`src/rtl/comb_mac4.sv`:
```
// comb_mac4: four-neuron signed multiply-accumulate over a NUM_FEAT-element feature vector.
// Optional COMB_MAC_BIAS_EN adds per-neuron bias ports b4..b7 that preload the accumulators on start.
module comb_mac4 #(
    parameter int NUM_FEAT = 16
) (
    input  logic        clk,
    input  logic        rst_n,
    input  logic        start,
    input  logic        in_valid,
    output logic        in_ready,
    input  logic [7:0]  x,
    input  logic [7:0]  w4,
    input  logic [7:0]  w5,
    input  logic [7:0]  w6,
    input  logic [7:0]  w7,
`ifdef COMB_MAC_BIAS_EN
    input  logic [12:0] b4,
    input  logic [12:0] b5,
    input  logic [12:0] b6,
    input  logic [12:0] b7,
`endif
    output logic [20:0] y4,
    output logic [20:0] y5,
    output logic [20:0] y6,
    output logic [20:0] y7,
    output logic        y_valid,
    output logic        busy
);
    typedef enum logic [1:0] {IDLE, ACCUM, DONE} state_t;

    state_t      state, next;
    logic [7:0]  cnt;
    logic [20:0] acc4, acc5, acc6, acc7;
    logic        beat, last;

    function automatic logic [20:0] mac(input logic [20:0] a, input logic [7:0] xv, input logic [7:0] wv);
        logic [15:0] p;
        p = 16'($signed(xv) * $signed(wv));
        return a + {{5{p[15]}}, p};
    endfunction

    assign in_ready = state == ACCUM;
    assign busy     = state != IDLE;
    assign beat     = in_ready && in_valid;
    assign last     = cnt == 8'(NUM_FEAT - 1);

    always_ff @(posedge clk or negedge rst_n) begin
        if (!rst_n) state <= IDLE;
        else        state <= next;
    end

    always_comb begin
        next = state;
        if (state == IDLE)       next = start ? ACCUM : IDLE;
        else if (state == ACCUM) next = (beat && last) ? DONE : ACCUM;
        else                     next = IDLE;
    end

    always_ff @(posedge clk or negedge rst_n) begin
        if (!rst_n) begin
            cnt     <= '0;
            acc4    <= '0;
            acc5    <= '0;
            acc6    <= '0;
            acc7    <= '0;
            y4      <= '0;
            y5      <= '0;
            y6      <= '0;
            y7      <= '0;
            y_valid <= 1'b0;
        end else begin
            y_valid <= state == DONE;
            if (state == IDLE && start) begin
                cnt  <= '0;
`ifdef COMB_MAC_BIAS_EN
                acc4 <= {{8{b4[12]}}, b4};
                acc5 <= {{8{b5[12]}}, b5};
                acc6 <= {{8{b6[12]}}, b6};
                acc7 <= {{8{b7[12]}}, b7};
`else
                acc4 <= '0;
                acc5 <= '0;
                acc6 <= '0;
                acc7 <= '0;
`endif
            end else if (beat) begin
                cnt  <= cnt + 8'd1;
                acc4 <= mac(acc4, x, w4);
                acc5 <= mac(acc5, x, w5);
                acc6 <= mac(acc6, x, w6);
                acc7 <= mac(acc7, x, w7);
            end
            // Results move only here, so the downstream stage sees stable values between pulses.
            if (state == DONE) begin
                y4 <= acc4;
                y5 <= acc5;
                y6 <= acc6;
                y7 <= acc7;
            end
        end
    end
endmodule

```
`config.mk`:
```
export PLATFORM = sky130hd
export DESIGN_NAME = comb_mac4
export DESIGN_NICKNAME = d
export VERILOG_FILES = /design/src/rtl/comb_mac4.sv
export SDC_FILE = /design/constraint.sdc
export NUM_CORES = 1
export LEC_CHECK = 0
export CAP_MARGIN = 30
export CORE_ASPECT_RATIO = 1.25
export CORE_MARGIN = 2
export CORE_UTILIZATION = 25
export DETAILED_ROUTE_END_ITERATION = 10
export SLEW_MARGIN = 20
export SYNTH_ARGS = -nofsm -noshare
export SYNTH_HDL_FRONTEND = slang
export SYNTH_SLANG_ARGS = --single-unit
```
`constraint.sdc`:
```
create_clock -name clk -period 6.85 [get_ports clk]
set_clock_uncertainty 0.1 [all_clocks]
set_input_delay 2.055 -clock clk [delete_from_list [all_inputs] [get_ports clk]]
set_output_delay 2.055 -clock clk [all_outputs]
set_load 0.02 [all_outputs]
```
==> summary.txt, run 1 <==
largest family of logic cells by synthesized area = adder cells
simple-gate area share of the yosys netlist = 0.1798
Reg clk slew, reported paths = 0.07 ns
Synth Area in Compound Gates = 0.1088
worst setup path start = x[3]
Primary FF master, synth = dfrtp_1
GPL Wtd Cong = 0.8329
Synth async-reset ratio = 1.000
Vias = 16990
die area = 83330 um2
DRC violation total after the first TritonRoute iteration = 654
synth unique cells = 58
clock buffer depth = 2
Critical Path AT = 7.86 ns
max incr delay on CP = 0.57 ns
hpwl dp = 44320 um
Critical path buffers and inverters = 6
Antenna Nets Post-Route = 0
Final Hold Violating Endpoints = 0
post-synth top area cell = fa_1
f_max = 0.1325 GHz
failing checks = setup timing
mux cell area share after synthesis = 0.002718
pre-CTS setup slack = -1.623 ns
first-pass GRT wire length = 92120 um
RSZ-0062 raised after global routing = yes
Tot GR Track Use = 0.1387
critical path class = input port to register
Initial Utilization = 0.2528
# DRC = 0
pin count of the biggest net entering global routing = 127
top-area cell type share of the netlist area = 0.2214
Die H = 322.2 um
number of synthesized flops with an enable pin = 0
Clock Tree Root = clkbuf_16
setup violators final = 29
outcome = finished with violations
Port Buf Inserts = 130
Syn Std Cell Area = 20260 um2
Die Wd = 258.6 um
Via density = 4.340
share of cells above drive strength 1 = 0.2738
Reg area = 4479 um2
Post-Synth XOR/XNOR Area = 0.05924
vias in the first global route = 17800
Worst slew margin = 0.4151
Critical Path Stages = 27
Yosys reg bits = 179
Critical-path top delay cell = fa_1
Synth top cells by count = nand2_1, inv_1, fa_1
IO Count = 131
Max FO, Critical Path = 4
Rows = 116
Worst-Margin Slew = 0.8743 ns
Synth Net Count = 2781
share of the yosys chip area belonging to registers = 0.2211
Ys Warns = 0
Final min period = 7.548 ns
Worst Setup End Kind = register
type of the worst min-delay path = register to register
core box area = 80120 um2
critical path's top delay family = adder cells
total congestion overflow = 0
final wirelength = 56870 um
reg2reg path depth = 10
Slew Limit Fails = 0
DR WL/cell = 14.53 um
Final WS setup = -0.6978 ns
TritonCTS Sinks = 179
Max Cap Viol = 0
FF-to-FF Start = acc6[1]
Startpoint Class = input port
Cell Count Post-Placement = 3812
number of diodes = 0
NumNets Final = 3309
CTS tree = yes
Num CTS Buffers = 17
Data required, critical path = 7.16 ns
period utilisation layout = 1.102
adder-cell share of the synthesized area = 0.3455
fill count = 8124
most frequent CP cell = fa_1
CTS HTree Levels = 4
R2R Setup Slk = 3.86 ns
Setup crit end = acc6[20]
Clock Latency Late Sink = 0.49 ns
drt pass-1 iters = 5
Synth Area per Inst = 8.761 um2
area of the multi-input gates = 15710 um2
Syn Inst Count = 2312
initial antenna violation count = 12
Area Overhead vs Synth = 40.97%
most common cell in the netlist = nand2_1
Non-Filler Instances = 3914
synth top area cells = fa_1, dfrtp_1, ha_1, nand2_1, inv_1
FF-to-FF End = acc6[19]
[final cells by class]
cell class                      count  share of cell area
Clock inverter                     14            0.005740
Multi-Input combinational cell   1686              0.5503
Inverter                          381             0.05009
Sequential cell                   179              0.1569
Tap cell                         1062             0.04654
Clock buffer                       17             0.01490
Timing Repair Buffer              575              0.1756
[tightest hold or removal path: cells and delay by family, from the launching register on]
| family | cells | cell delay [ns] |
|---|---|---|
| DFF | 1 | 0.34 |
| and+or+nand+nor | 2 | 0.10 |
[per-stage QoR]
stage               instance area, um2  TNS [ns]  hold slack (ns)    util
CTS                              27710    -10.60           0.3796  0.3459
detailed placement               25920    -53.76           0.3623  0.3235
global placement                 25920    -51.06           0.3596  0.3235
finish                           28550    -9.290           0.3708  0.3564
global route                     28550    -16.68           0.3966  0.3564
floorplan                        20670    -7.538           0.3647       -
[sequential cells by signal, summed over array words and instances, names as in the netlist]
name     flops
state        2
y4          21
y_valid      1
y5          21
y7          21
cnt          8
acc6        21
acc5        21
acc7        21
y6          21
acc4        21
[layer usage]
layer	track usage	routed length, um	up-vias
met2	0.2584	30290	186
li1	-	-	8379
met5	0	71	-
met3	0.02192	1629	52
met4	0.03083	706	10
met1	0.1661	24180	8361
[cell usage in the layout, fill, tap and decap left out, types with 55 or more instances in the layout]
master           count
fa_1               218
ha_1               156
xnor2_1             70
dfrtp_1            179
o21ai_0             69
buf_6               63
nand2_1            386
clkdlybuf4s50_1     90
nor2_1              55
and2_1             148
inv_1              339
buf_4              369
[worst min-delay path by stage]
stage | from | end | slack [ns] | cells past startpoint
floorplan | acc4[9] | y4[9] | 0.36 | 2
global placement | y7[10] | y7[10] | 0.36 | 2
detailed placement | y7[10] | y7[10] | 0.36 | 2
CTS | y4[9] | y4[9] | 0.38 | 2
global route | y4[18] | y4[18] | 0.40 | 2
finish | y4[9] | y4[9] | 0.37 | 2
[kinds of logic (layout without fill, tap and decap cells)]
| group | count (synthesis) | in the layout |
|---|---|---|
| adders and majority gates | 425 | 425 |
| AOI/OAI and AO/OA | 347 | 347 |
| buffers and inverters | 447 | 987 |
| muxes | 5 | 5 |
| xor gates and xnor gates | 137 | 137 |
| and+or+nand+nor | 772 | 772 |
| DFF | 179 | 179 |
[what timing repair did]
item	4_1_cts	5_1_grt
resized for setup	260	199
endpoints found under the setup margin	46	42
cloned	3	0
pin swaps	129	170
setup buffers	50	33
hold buffers	0	0
Power of run 1 is left out: the tool's default activity adds up to more than one toggle a clock period on the data nets, which glitch-free logic cannot reach.
==> inputs of run 2 (changes only) <==
Settings changed: CELL_PAD_IN_SITES_DETAIL_PLACEMENT set to 0, CELL_PAD_IN_SITES_GLOBAL_PLACEMENT set to 1, CORE_UTILIZATION 25 to 31, PLACE_DENSITY_LB_ADDON set to 0.08.
==> run 2 against run 1 <==
The run still ends with setup timing left. Count of clock-buffer cells in the layout rose by 1. Maximum frequency grew 1.2%. Core utilization rose by 8.6 points. Hold slack gained 0.00083 ns. Routed wire length decreased by 1.8%. Largest cell class unchanged. Worst setup slack improved by 0.093 ns. Sequential share of layout area is essentially flat. Critical path type unchanged.
==> summary.txt, run 2 (synthesized netlist as in run 1, its figures left out) <==
hold_ws = 0.3716 ns (+0.0008320 ns)
Worst Setup End Kind = register
IO Count = 131 (unchanged)
DRC violation total after the first TritonRoute iteration = 509 (-22%)
Initial Utilization = 0.3138 (+0.06101)
Rows = 104 (-10%)
Die H = 289.8 um (-10%)
Final WS setup = -0.6052 ns (+0.09256 ns)
first-pass GRT wire length = 93810 um (+1.8%)
CTS tree = yes
Vias = 17090 (+0.62%)
Worst slew margin = 0.4424 (+0.02737)
Startpoint Class = input port
outcome = finished with violations
worst setup path start = x[7]
f_max = 0.1341 GHz (+1.2%)
Data required, critical path = 7.18 ns (+0.02 ns)
reg2reg path depth = 13 (+3)
Die Wd = 232.6 um (-10%)
clock buffer depth = 2 (unchanged)
Final min period = 7.455 ns (-0.09255 ns)
die area = 67410 um2 (-19%)
most frequent CP cell = fa_1
share of cells above drive strength 1 = 0.2862 (+0.01237)
vias in the first global route = 18540 (+4.2%)
critical path class = input port to register
commonest non-fill, non-tap cell in the layout = buf_4
Max Cap Viol = 0 (unchanged)
Port Buf Inserts = 130 (unchanged)
Max FO, Critical Path = 2 (-2)
CTS HTree Levels = 4 (unchanged)
Clock Latency Late Sink = 0.51 ns (+0.02 ns)
GPL Wtd Cong = 0.8270 (-0.71%)
failing checks = setup timing
commonest non-fill, non-tap cells in the layout = buf_4, nand2_1, inv_1
NumNets Final = 3335 (+0.79%)
FF-to-FF End = acc7[10]
Final Core Density = 0.4422 (+0.08579)
DR WL/cell = 14.97 um (+3.1%)
Slew Limit Fails = 0 (unchanged)
Critical-path top delay cell = fa_1
Final Hold Violating Endpoints = 0 (unchanged)
RSZ-0062 raised after global routing = yes
initial antenna violation count = 6 (-6)
drt pass-1 iters = 6 (+1)
Worst-Margin Slew = 0.8333 ns (-0.04104 ns)
FF-to-FF Start = acc7[0]
Area Overhead vs Synth = 40.90% (about the same)
Setup crit end = acc5[20]
Tot GR Track Use = 0.1744 (+0.03570)
pre-CTS setup slack = -1.580 ns (+0.04267 ns)
Clock Tree Root = clkbuf_16
core box area = 64540 um2 (-19%)
Hold-fix buffers, CTS = 0 (unchanged)
period utilisation layout = 1.088 (-0.01351)
type of the worst min-delay path = register to register
Num CTS Buffers = 17 (unchanged)
TritonCTS Sinks = 179 (unchanged)
hpwl dp = 43780 um (-1.2%)
Via density = 4.585 (+5.6%)
final wirelength = 55820 um (-1.8%)
max incr delay on CP = 0.55 ns (-0.02 ns)
total congestion overflow = 0 (unchanged)
# DRC = 0 (unchanged)
Reg clk slew, reported paths = 0.07 ns (about the same)
Critical Path AT = 7.78 ns (-0.08 ns)
pin count of the biggest net entering global routing = 99 (-22%)
setup violators final = 33 (+14%)
R2R Setup Slk = 3.82 ns (-0.04 ns)
Antenna Nets Post-Route = 0 (unchanged)
-- run 2: cell count changes in the layout (fill, tap and decap cells not counted), moves of 7 or more --
cell / delta
buf_2: +8
buf_4: +24
dlygate4sd2_1: -11
o21ai_1: +7
xnor2_2: +8
-- run 2: area by class of cell --
class                   count  area (um2)
repair buffers            601        5164
inverters                 381        1430
multi-input cells        1686       15830
flip-flops and latches    179        4479
diodes                      1       2.502
well taps                 848        1061
fillers                  6487       36000
clock inverters            14       146.4
clock buffers              18       429.2
-- run 2: worst max-delay path: cells and delay by family --
family                     cells  cell delay (ns)
buffers and inverters          6             0.39
AOI/OAI and AO/OA             10             1.89
adders and majority gates      6             2.54
xor gates and xnor gates       2             0.18
and+or+nand+nor                4             0.72
-- run 2: worst min path at each step --
stage | start | to | slack [ns] | depth (start not counted)
floorplan | acc4[9] | y4[9] | 0.36 | 2
global placement | y7[16] | y7[16] | 0.36 | 2
detailed placement | y4[16] | y4[16] | 0.36 | 2
CTS | y4[5] | y4[5] | 0.38 | 2
global route | y4[5] | y4[5] | 0.40 | 2
finish | y6[9] | y6[9] | 0.37 | 2
-- run 2: timing repair --
item / CTS / global route
endpoints found under the setup margin: 45 / 40
resized for setup: 335 / 183
buffers inserted: 81 / 34
pin swaps: 186 / 142
cloned: 1 / 0
-- run 2: per-layer routing --
layer	track usage	vias to the layer above	share of wire
met5	0	-	0.0011
met4	0.03822	10	0.014
met3	0.03130	45	0.029
met2	0.3092	145	0.51
met1	0.2208	8448	0.45
li1	-	8445	-
-- run 2: metrics by stage --
stage	area [um2]	cells	TNS (ns)
finish	28540	3728	-7.829
global route	28540	3728	-15.95
CTS	27710	3703	-7.120
detailed placement	25680	3598	-53.04
global placement	25620	3596	-51.13
floorplan	20670	2312	-7.538
Power of run 2 is left out for the same reason.
==> inputs of run 3 (changes only) <==
Settings changed: ABC_AREA set to 1, HOLD_SLACK_MARGIN set to 0.1.
==> run 3 against run 2 <==
The run still ends with setup timing left. Critical path depth is 2 higher. Final area up 10%. Die area grew 7.6%. Synthesized cell count grew 29%. Worst setup slack better by 0.54 ns. Area after synthesis up 7.7%. Maximum frequency is 7.9% higher.
==> summary.txt, run 3 <==
FF-to-FF Start = acc6[0]
reg2reg path depth = 12 (-1)
RSZ-0062 raised after global routing = yes
Startpoint Class = input port
core box area = 69590 um2 (+7.8%)
max incr delay on CP = 0.52 ns (-0.03 ns)
Die Wd = 241.2 um (+3.7%)
Clock Tree Root = clkbuf_16
HP Start = cnt[6]
top-area cell type share of the netlist area = 0.2056 (-0.01579)
Final min period = 6.912 ns (-0.5429 ns)
R2R Setup Slk = 4.26 ns (+0.44 ns)
Antenna Nets Post-Route = 0 (unchanged)
outcome = finished with violations
Non-Filler Instances = 4432 (+19%)
total congestion overflow = 0 (unchanged)
initial antenna violation count = 1 (-5)
number of diodes = 0 (-1)
period utilisation layout = 1.009 (-0.07926)
setup violators final = 10 (-70%)
number of synthesized flops with an enable pin = 0 (unchanged)
DRC violation total after the first TritonRoute iteration = 747 (+47%)
Critical Path AT = 7.21 ns (-0.57 ns)
Port Buf Inserts = 130 (unchanged)
Slew Limit Fails = 0 (unchanged)
drt pass-1 iters = 5 (-1)
final wirelength = 70540 um (+26%)
Max FO, Critical Path = 5 (+3)
Ys Warns = 0 (unchanged)
Syn Std Cell Area = 21810 um2 (+7.7%)
GPL Wtd Cong = 0.8575 (+3.7%)
share of the yosys chip area belonging to registers = 0.2054 (-0.01577)
Synth top cells by count = inv_1, nand2_1, fa_1
Yosys reg bits = 179 (unchanged)
pin count of the biggest net entering global routing = 94 (-5.1%)
Critical path buffers and inverters = 10 (+4)
Die H = 300.6 um (+3.7%)
Final Hold Violating Endpoints = 0 (unchanged)
Clock Latency Late Sink = 0.48 ns (-0.03 ns)
first-pass GRT wire length = 114700 um (+22%)
Num CTS Buffers = 17 (unchanged)
Max Cap Viol = 0 (unchanged)
hpwl dp = 54410 um (+24%)
Worst-Margin Slew = 0.9555 ns (+0.1222 ns)
Area Overhead vs Synth = 44.04%
WHS Path Cells = 1 (-1)
Syn Inst Count = 2983 (+29%)
die area = 72510 um2 (+7.6%)
Worst Setup End Kind = register
Tot GR Track Use = 0.2013 (+0.02691)
post-synth top area cell = fa_1
synth unique cells = 43 (-26%)
FF-to-FF End = acc6[8]
commonest non-fill, non-tap cell in the layout = inv_1
Critical-path top delay cell = fa_1
Data required, critical path = 7.15 ns (-0.03 ns)
critical path's top delay family = adder cells
NumNets Final = 3953 (+19%)
vias in the first global route = 21280 (+15%)
Reg clk slew, reported paths = 0.09 ns (+0.02 ns)
# DRC = 0 (unchanged)
Initial Utilization = 0.3134 (-0.0004252)
synth top area cells = fa_1, dfrtp_1, inv_1, nand2_1, ha_1
Hold-fix buffers, CTS = 0 (unchanged)
f_max = 0.1447 GHz (+7.9%)
IO Count = 131 (unchanged)
TritonCTS Sinks = 179 (unchanged)
Cell Count Post-Placement = 4312 (+20%)
Vias = 20110 (+18%)
CTS HTree Levels = 4 (unchanged)
type of the worst min-delay path = register to register
share of cells above drive strength 1 = 0.3045 (+0.01834)
Rows = 108 (+3.8%)
most common cell in the netlist = inv_1
DR WL/cell = 15.92 um (+6.3%)
critical path class = input port to register
failing checks = setup timing
Hold Path End = state[1]
CTS tree = yes
commonest non-fill, non-tap cells in the layout = inv_1, nand2_1, buf_4
Primary FF master, synth = dfrtp_1
Synth async-reset ratio = 1.000 (unchanged)
clock buffer depth = 2 (unchanged)
Via density = 4.538 (-1.0%)
Synth Net Count = 3452 (+24%)
most frequent CP cell = fa_1
Synth Area per Inst = 7.312 um2 (-17%)
Worst slew margin = 0.3630 (-0.07944)
Final WS setup = -0.06232 ns (+0.5429 ns)
## run 3: changes by cell type after synthesis, sizes merged, moves of 71 or more
cell / previous run / this run
and2: 175 / 0
inv: 381 / 745
nand3: 18 / 102
nand2: 392 / 724
a21oi: 75 / 174
nor2: 73 / 144
o21ai: 120 / 225
## run 3: kinds of logic after synthesis
family                     count (synthesis)  synth area share
adders and majority gates                425            0.3209
AOI/OAI and AO/OA                        480            0.1212
buffers and inverters                    832            0.1453
xor gates and xnor gates                  50           0.02008
and+or+nand+nor                         1017            0.1872
DFF                                      179            0.2054
## run 3: final cells by class
class | instances | area (um2)
flip-flops and latches | 179 | 4479
multi-input cells | 1972 | 17140
clock inverters | 14 | 162.7
well taps | 935 | 1170
repair buffers | 569 | 5197
clock buffers | 18 | 439.2
fillers | 7034 | 38180
inverters | 745 | 2826
## run 3: worst max-delay path by stage
stage	cells past startpoint	to	start	slack (ns)
after floorplan	25	acc7[17]	x[7]	0.003
after global placement	32	acc5[19]	x[7]	-1.40
after detailed placement	30	acc5[19]	x[7]	-1.33
after CTS	32	acc6[19]	x[3]	-0.24
after global routing	30	acc5[18]	x[5]	-0.33
final	30	acc6[17]	x[3]	-0.06
## run 3: routing by layer
layer  part of all wire  global-route usage  vias up
met5            0.00018                   0        -
met4              0.017             0.04453        2
met3              0.024             0.01549       60
met2               0.46              0.3270      253
met1               0.50              0.2918     9697
li1                   -                   -    10100
## run 3: per-stage QoR
stage | TNS [ns] | hold slack, ns | utilization | worst slack (ns) | area (um2)
2_1_floorplan | 0 | 0.3275 | - | 0.003038 | 21850
3_3_place_gp | -50.77 | 0.3496 | 0.3832 | -1.403 | 26670
3_5_place_dp | -50.71 | 0.3525 | 0.3843 | -1.332 | 26750
4_1_cts | -1.440 | 0.3656 | 0.4248 | -0.2380 | 29560
5_1_grt | -5.671 | 0.3823 | 0.4514 | -0.3266 | 31420
6_report | -0.3156 | 0.3648 | 0.4514 | -0.06232 | 31420
## run 3: repair_timing
item	4_1_cts	5_1_grt
setup buffers	66	30
setup endpoints to repair	50	47
gates cloned	3	0
gates resized for setup	474	458
pin swaps	157	222
Power of run 3 is left out for the same reason.
==> RTL edit 1: new RTL, settings of run 1 <==
Build with the macro `COMB_MAC_BIAS_EN` defined.
--- a/src/rtl/comb_mac4.sv
+++ b/src/rtl/comb_mac4.sv
@@ -2,2 +2,4 @@
 // Optional COMB_MAC_BIAS_EN adds per-neuron bias ports b4..b7 that preload the accumulators on start.
+`define COMB_MAC_BIAS_EN
+
 module comb_mac4 #(
Interface: changed (added b4, b5, b6 and b7); port bits go from 131 to 183. The function was not compared with the original's and may differ.
==> RTL edit 1 against run 1 <==
- the run still ends with setup timing left
- register-to-register slack got worse by 0.37 ns
- synthesized area rose by 3.2%
- routed wire length rose by 17%
- critical path depth did not move
- design area rose by 3.6%
- cell count up 4.7%
- synthesized cell count is 5.2% higher
- worst setup slack better by 0.025 ns
- sequential cell count unchanged
- via count increased by 8.0%
- critical endpoint is now acc5[19]$_DFFE_PN0P_
Power is left out: the tool's default activity adds up to more than one toggle a clock period on the data nets, which glitch-free logic cannot reach.
==> RTL edit 1: results (changes against run 1) <==
* Hold EP: y4[14]$_DFFE_PN0P_ (was y4[9]$_DFFE_PN0P_)
* Failing checks: setup timing (unchanged)
* DR vias/cell at 4.48 (was 4.34)
* Worst setup margin at -0.673 ns (was -0.698 ns)
* Hold Crit Start: y4[14]$_DFFE_PN0P_ (was y4[9]$_DFFE_PN0P_)
* Final setup fails at 39 (was 29)
* Layout cells sized above 1 at 26.3% (was 27.4%)
* Grt met1 use at 17.4% (was 16.6%)
* Post-synthesis average cell area at 8.59 sq um (was 8.76 sq um)
* Worst R2R Path Depth at 13 (was 10)
* Worst-path fanout max at 6 (was 4)
* Initial antenna violation count at 1 (was 12)
* Hold slack final at 0.372 ns (was 0.371 ns)
* Vias in the first global route at 19373 (was 17797)
* Post-synthesis sequential area ratio at 21.4% (was 22.1%)
* First-pass GRT wire length at 104 mm (was 92.1 mm)
* Final Wtd Congestion at 0.832 (was 0.833)
* WP data arrival at 7.79 ns (was 7.86 ns)
* R2R Path Start: acc6[0]$_DFFE_PN0P_ (was acc6[1]$_DFFE_PN0P_)
* Dpl ws at -1.77 ns (was -1.62 ns)
* Met2 Usage GRT at 30.5% (was 25.8%)
* Metal3 WL at 1.74 mm (was 1.63 mm)
* # fillers at 8405 (was 8124)
* Final wirelength at 66.7 mm (was 56.9 mm)
* Metal2 WL at 37.6 mm (was 30.3 mm)
* Clock latency on the worst-skew pair at 0.47 ns (was 0.49 ns)
* DP HPWL at 51.8 mm (was 44.3 mm)
* Worst R2R Setup Slack at 3.49 ns (was 3.86 ns)
* Fin nets at 3529 (was 3309)
* Status: finished, violations left (unchanged)
* Worst R2R End: acc6[14]$_DFFE_PN0P_ (was acc6[19]$_DFFE_PN0P_)
* Met3 Use GR at 1.86% (was 2.19%)
-- RTL edit 1: layout make-up --
cell class,instances,area [sq um],share of cell area [%]
multi-input cells,1808,16300,55.0
repair buffers,627,5470,18.5
flip-flops and latches,179,4480,15.1
inverters,371,1390,4.71
well taps,1080,1350,4.57
clock buffers,17,425,1.44
clock inverters,15,188,0.635
-- RTL edit 1: cells by family (layout without fill, tap and decap cells) --
kind of cell               after synthesis  after routing  share of synthesized area, %
and+or+nand+nor                        851            851                          19.2
buffers and inverters                  445           1030                          7.99
adders and majority gates              429            429                          33.7
AOI/OAI and AO/OA                      398            398                          12.1
DFF                                    179            179                          21.4
xor gates and xnor gates               124            124                          5.23
muxes                                    6              6                         0.311
-- RTL edit 1: how the worst max path moves through the flow --
| stage | from | endpoint | depth (start not counted) |
|---|---|---|---|
| after global placement | x[4] | acc5[20]$_DFFE_PN0P_ | 32 |
| after detailed placement | x[4] | acc5[20]$_DFFE_PN0P_ | 32 |
| after floorplan | x[5] | acc5[19]$_DFFE_PN0P_ | 24 |
| after global routing | x[5] | acc5[20]$_DFFE_PN0P_ | 30 |
| final | x[5] | acc5[19]$_DFFE_PN0P_ | 27 |
| after CTS | x[4] | acc6[20]$_DFFE_PN0P_ | 27 |
-- RTL edit 1: worst max-delay path: cells and delay by family --
kind,cells,cell delay (ns)
AO/OA/AOI/OAI,11,1.92
XOR/XNOR,1,0.12
adder cells (fa/ha/maj),6,2.63
buffers and inverters,7,0.57
AND/OR/NAND/NOR,2,0.48
-- RTL edit 1: timing repair --
item / 4_1_cts / 5_1_grt
gates resized for setup: 309 / 160
pin swaps: 157 / 122
setup endpoints to repair: 47 / 44
buffers inserted: 47 / 21
gates cloned: 1 / 1
==> RTL edit 2: new RTL, config.mk and constraints of run 1 <==
Made on the original files. Compare `cnt` against `8'(NUM_FEAT - 1)` with >= in place of ==.
--- a/src/rtl/comb_mac4.sv
+++ b/src/rtl/comb_mac4.sv
@@ -44,3 +44,3 @@
     assign beat     = in_ready && in_valid;
-    assign last     = cnt == 8'(NUM_FEAT - 1);
+    assign last     = cnt >= 8'(NUM_FEAT - 1);
 
Behaviour: no difference found for any inputs over 10 cycles, from zero or initial values and one cycle with rst_n low; that may be too few to reach the edited logic, so the function may still have changed.
==> RTL edit 2 against run 1 <==
- the run still ends with setup timing left
- synthesized area barely moved
- sequential cell count did not move
- design area rose by 0.65%
- routed wire length fell by 4.4%
- hold slack improved by 0.033 ns
- highest routed layer unchanged
- worst setup slack improved by 0.11 ns
Power is not shown: default switching activity piles up to over one toggle a cycle in this logic, so the estimate is an artifact.
==> RTL edit 2: results (changes against run 1) <==
* Status: finished, violations left (unchanged)
* Failing checks: setup timing (unchanged)
* Grt met1 use at 16.1% (was 16.6%)
* Measured slew at the worst slew-check pin at 0.736 ns (was 0.874 ns)
* GRT Util Overall at 13.4% (was 13.9%)
* Root buffer cell: clkbuf_16 (unchanged)
* Synth unique cells at 57 (was 58)
* Worst hold stages at 1 (was 2)
* Vias in the first global route at 17360 (was 17797)
* Synth top cells by count: inv_1 (381), fa_1 (224), ha_1 (201) (was nand2_1 (392), inv_1 (380), fa_1 (224))
* R2R Path Start: acc5[3]$_DFFE_PN0P_ (was acc6[1]$_DFFE_PN0P_)
* Worst R2R End: acc5[19]$_DFFE_PN0P_ (was acc6[19]$_DFFE_PN0P_)
* Largest net degree at the start of global routing at 97 (was 127)
* Area contributors post-synth: fa_1 (22%), dfrtp_1 (22%), ha_1 (12%) (unchanged)
* Final Wtd Congestion at 0.820 (was 0.833)
* First-pass GRT wire length at 88.3 mm (was 92.1 mm)
* DP HPWL at 40.8 mm (was 44.3 mm)
* Layout cells sized above 1 at 32.3% (was 27.4%)
* Worst R2R Path Depth at 10 (unchanged)
* DR iter-0 viols at 420 (was 654)
* Post-Syn Nets at 2626 (was 2781)
* Initial antenna violation count at 9 (was 12)
* Final TNS setup at -9.59 ns (was -9.29 ns)
* Hold EP: y7[8]$_DFFE_PN0P_ (was y4[9]$_DFFE_PN0P_)
* DR pass1 iterations at 4 (was 5)
* Placed Area at 26100 sq um (was 25900 sq um)
* Worst-path fanout max at 5 (was 4)
* Met2 Usage GRT at 24.1% (was 25.8%)
* Met3 Use GR at 2.13% (was 2.19%)
* Worst setup margin at -0.588 ns (was -0.698 ns)
* Worst R2R Setup Slack at 3.56 ns (was 3.86 ns)
* # fillers at 8068 (was 8124)
* Fin nets at 3159 (was 3309)
* Post-synthesis sequential area ratio at 22.1% (about the same)
* Hold slack final at 0.404 ns (was 0.371 ns)
* Hold Crit Start: y7[8]$_DFFE_PN0P_ (was y4[9]$_DFFE_PN0P_)
* Final setup fails at 33 (was 29)
* DR vias at 16247 (was 16988)
* Drt wl/cell at 14.4 microns (was 14.5 microns)
-- RTL edit 2: cell families (layout without fill, tap and decap cells) --
group / count (synthesis) / count (layout) / synth area share (%)
flops: 179 / 179 / 22.1
mux: 91 / 91 / 5.04
buf+inv: 439 / 982 / 8.13
xor+xnor: 133 / 133 / 5.75
fa+ha+maj: 425 / 425 / 34.5
compound gates: 338 / 338 / 10.6
simple gates: 552 / 552 / 13.9
other cells: 0 / 2 / 0
-- RTL edit 2: routing by layer --
metal	part of all wire [%]	vias to the layer above
met5	0.040	-
met4	1.9	4
met3	3.3	54
met2	52	177
met1	43	7972
li1	-	8040
-- RTL edit 2: cell type report --
type	instances	area, sq um	area share (%)
inverter	381	1430	4.98
multi-input combinational	1539	15700	54.8
clock buffer	20	457	1.59
tap	1062	1330	4.62
antenna	2	5.00	0.0174
timing repair buffer	572	5200	18.1
clock inverter	9	97.6	0.340
sequential	179	4480	15.6
-- RTL edit 2: through the flow --
step / setup WS, ns / instances
floorplan: -0.741 / 2157
global placement: -1.53 / 3657
detailed placement: -1.56 / 3657
CTS: -0.642 / 3741
global route: -0.813 / 3763
finish: -0.588 / 3764
-- RTL edit 2: critical path, delay by kind of cell --
family	cells	cell delay, ns
fa+ha+maj	6	2.60
buf+inv	8	0.68
simple gates	1	0.13
compound gates	13	1.91
xor+xnor	2	0.32
-- RTL edit 2: worst max-delay path by stage --
stage	startpoint	to	cells after the start	slack, ns
final	x[5]	acc5[19]$_DFFE_PN0P_	30	-0.59
after global routing	x[5]	acc5[19]$_DFFE_PN0P_	30	-0.81
after CTS	x[5]	acc4[19]$_DFFE_PN0P_	28	-0.64
after detailed placement	x[3]	acc6[20]$_DFFE_PN0P_	29	-1.56
after global placement	x[3]	acc7[20]$_DFFE_PN0P_	27	-1.53
after floorplan	x[5]	acc4[20]$_DFFE_PN0P_	26	-0.74
-- RTL edit 2: repair_timing --
item,in CTS,in global routing
pin swaps,144,200
gates resized for setup,216,193
setup buffers,48,30
endpoints found under the setup margin,47,42
gates cloned,8,2
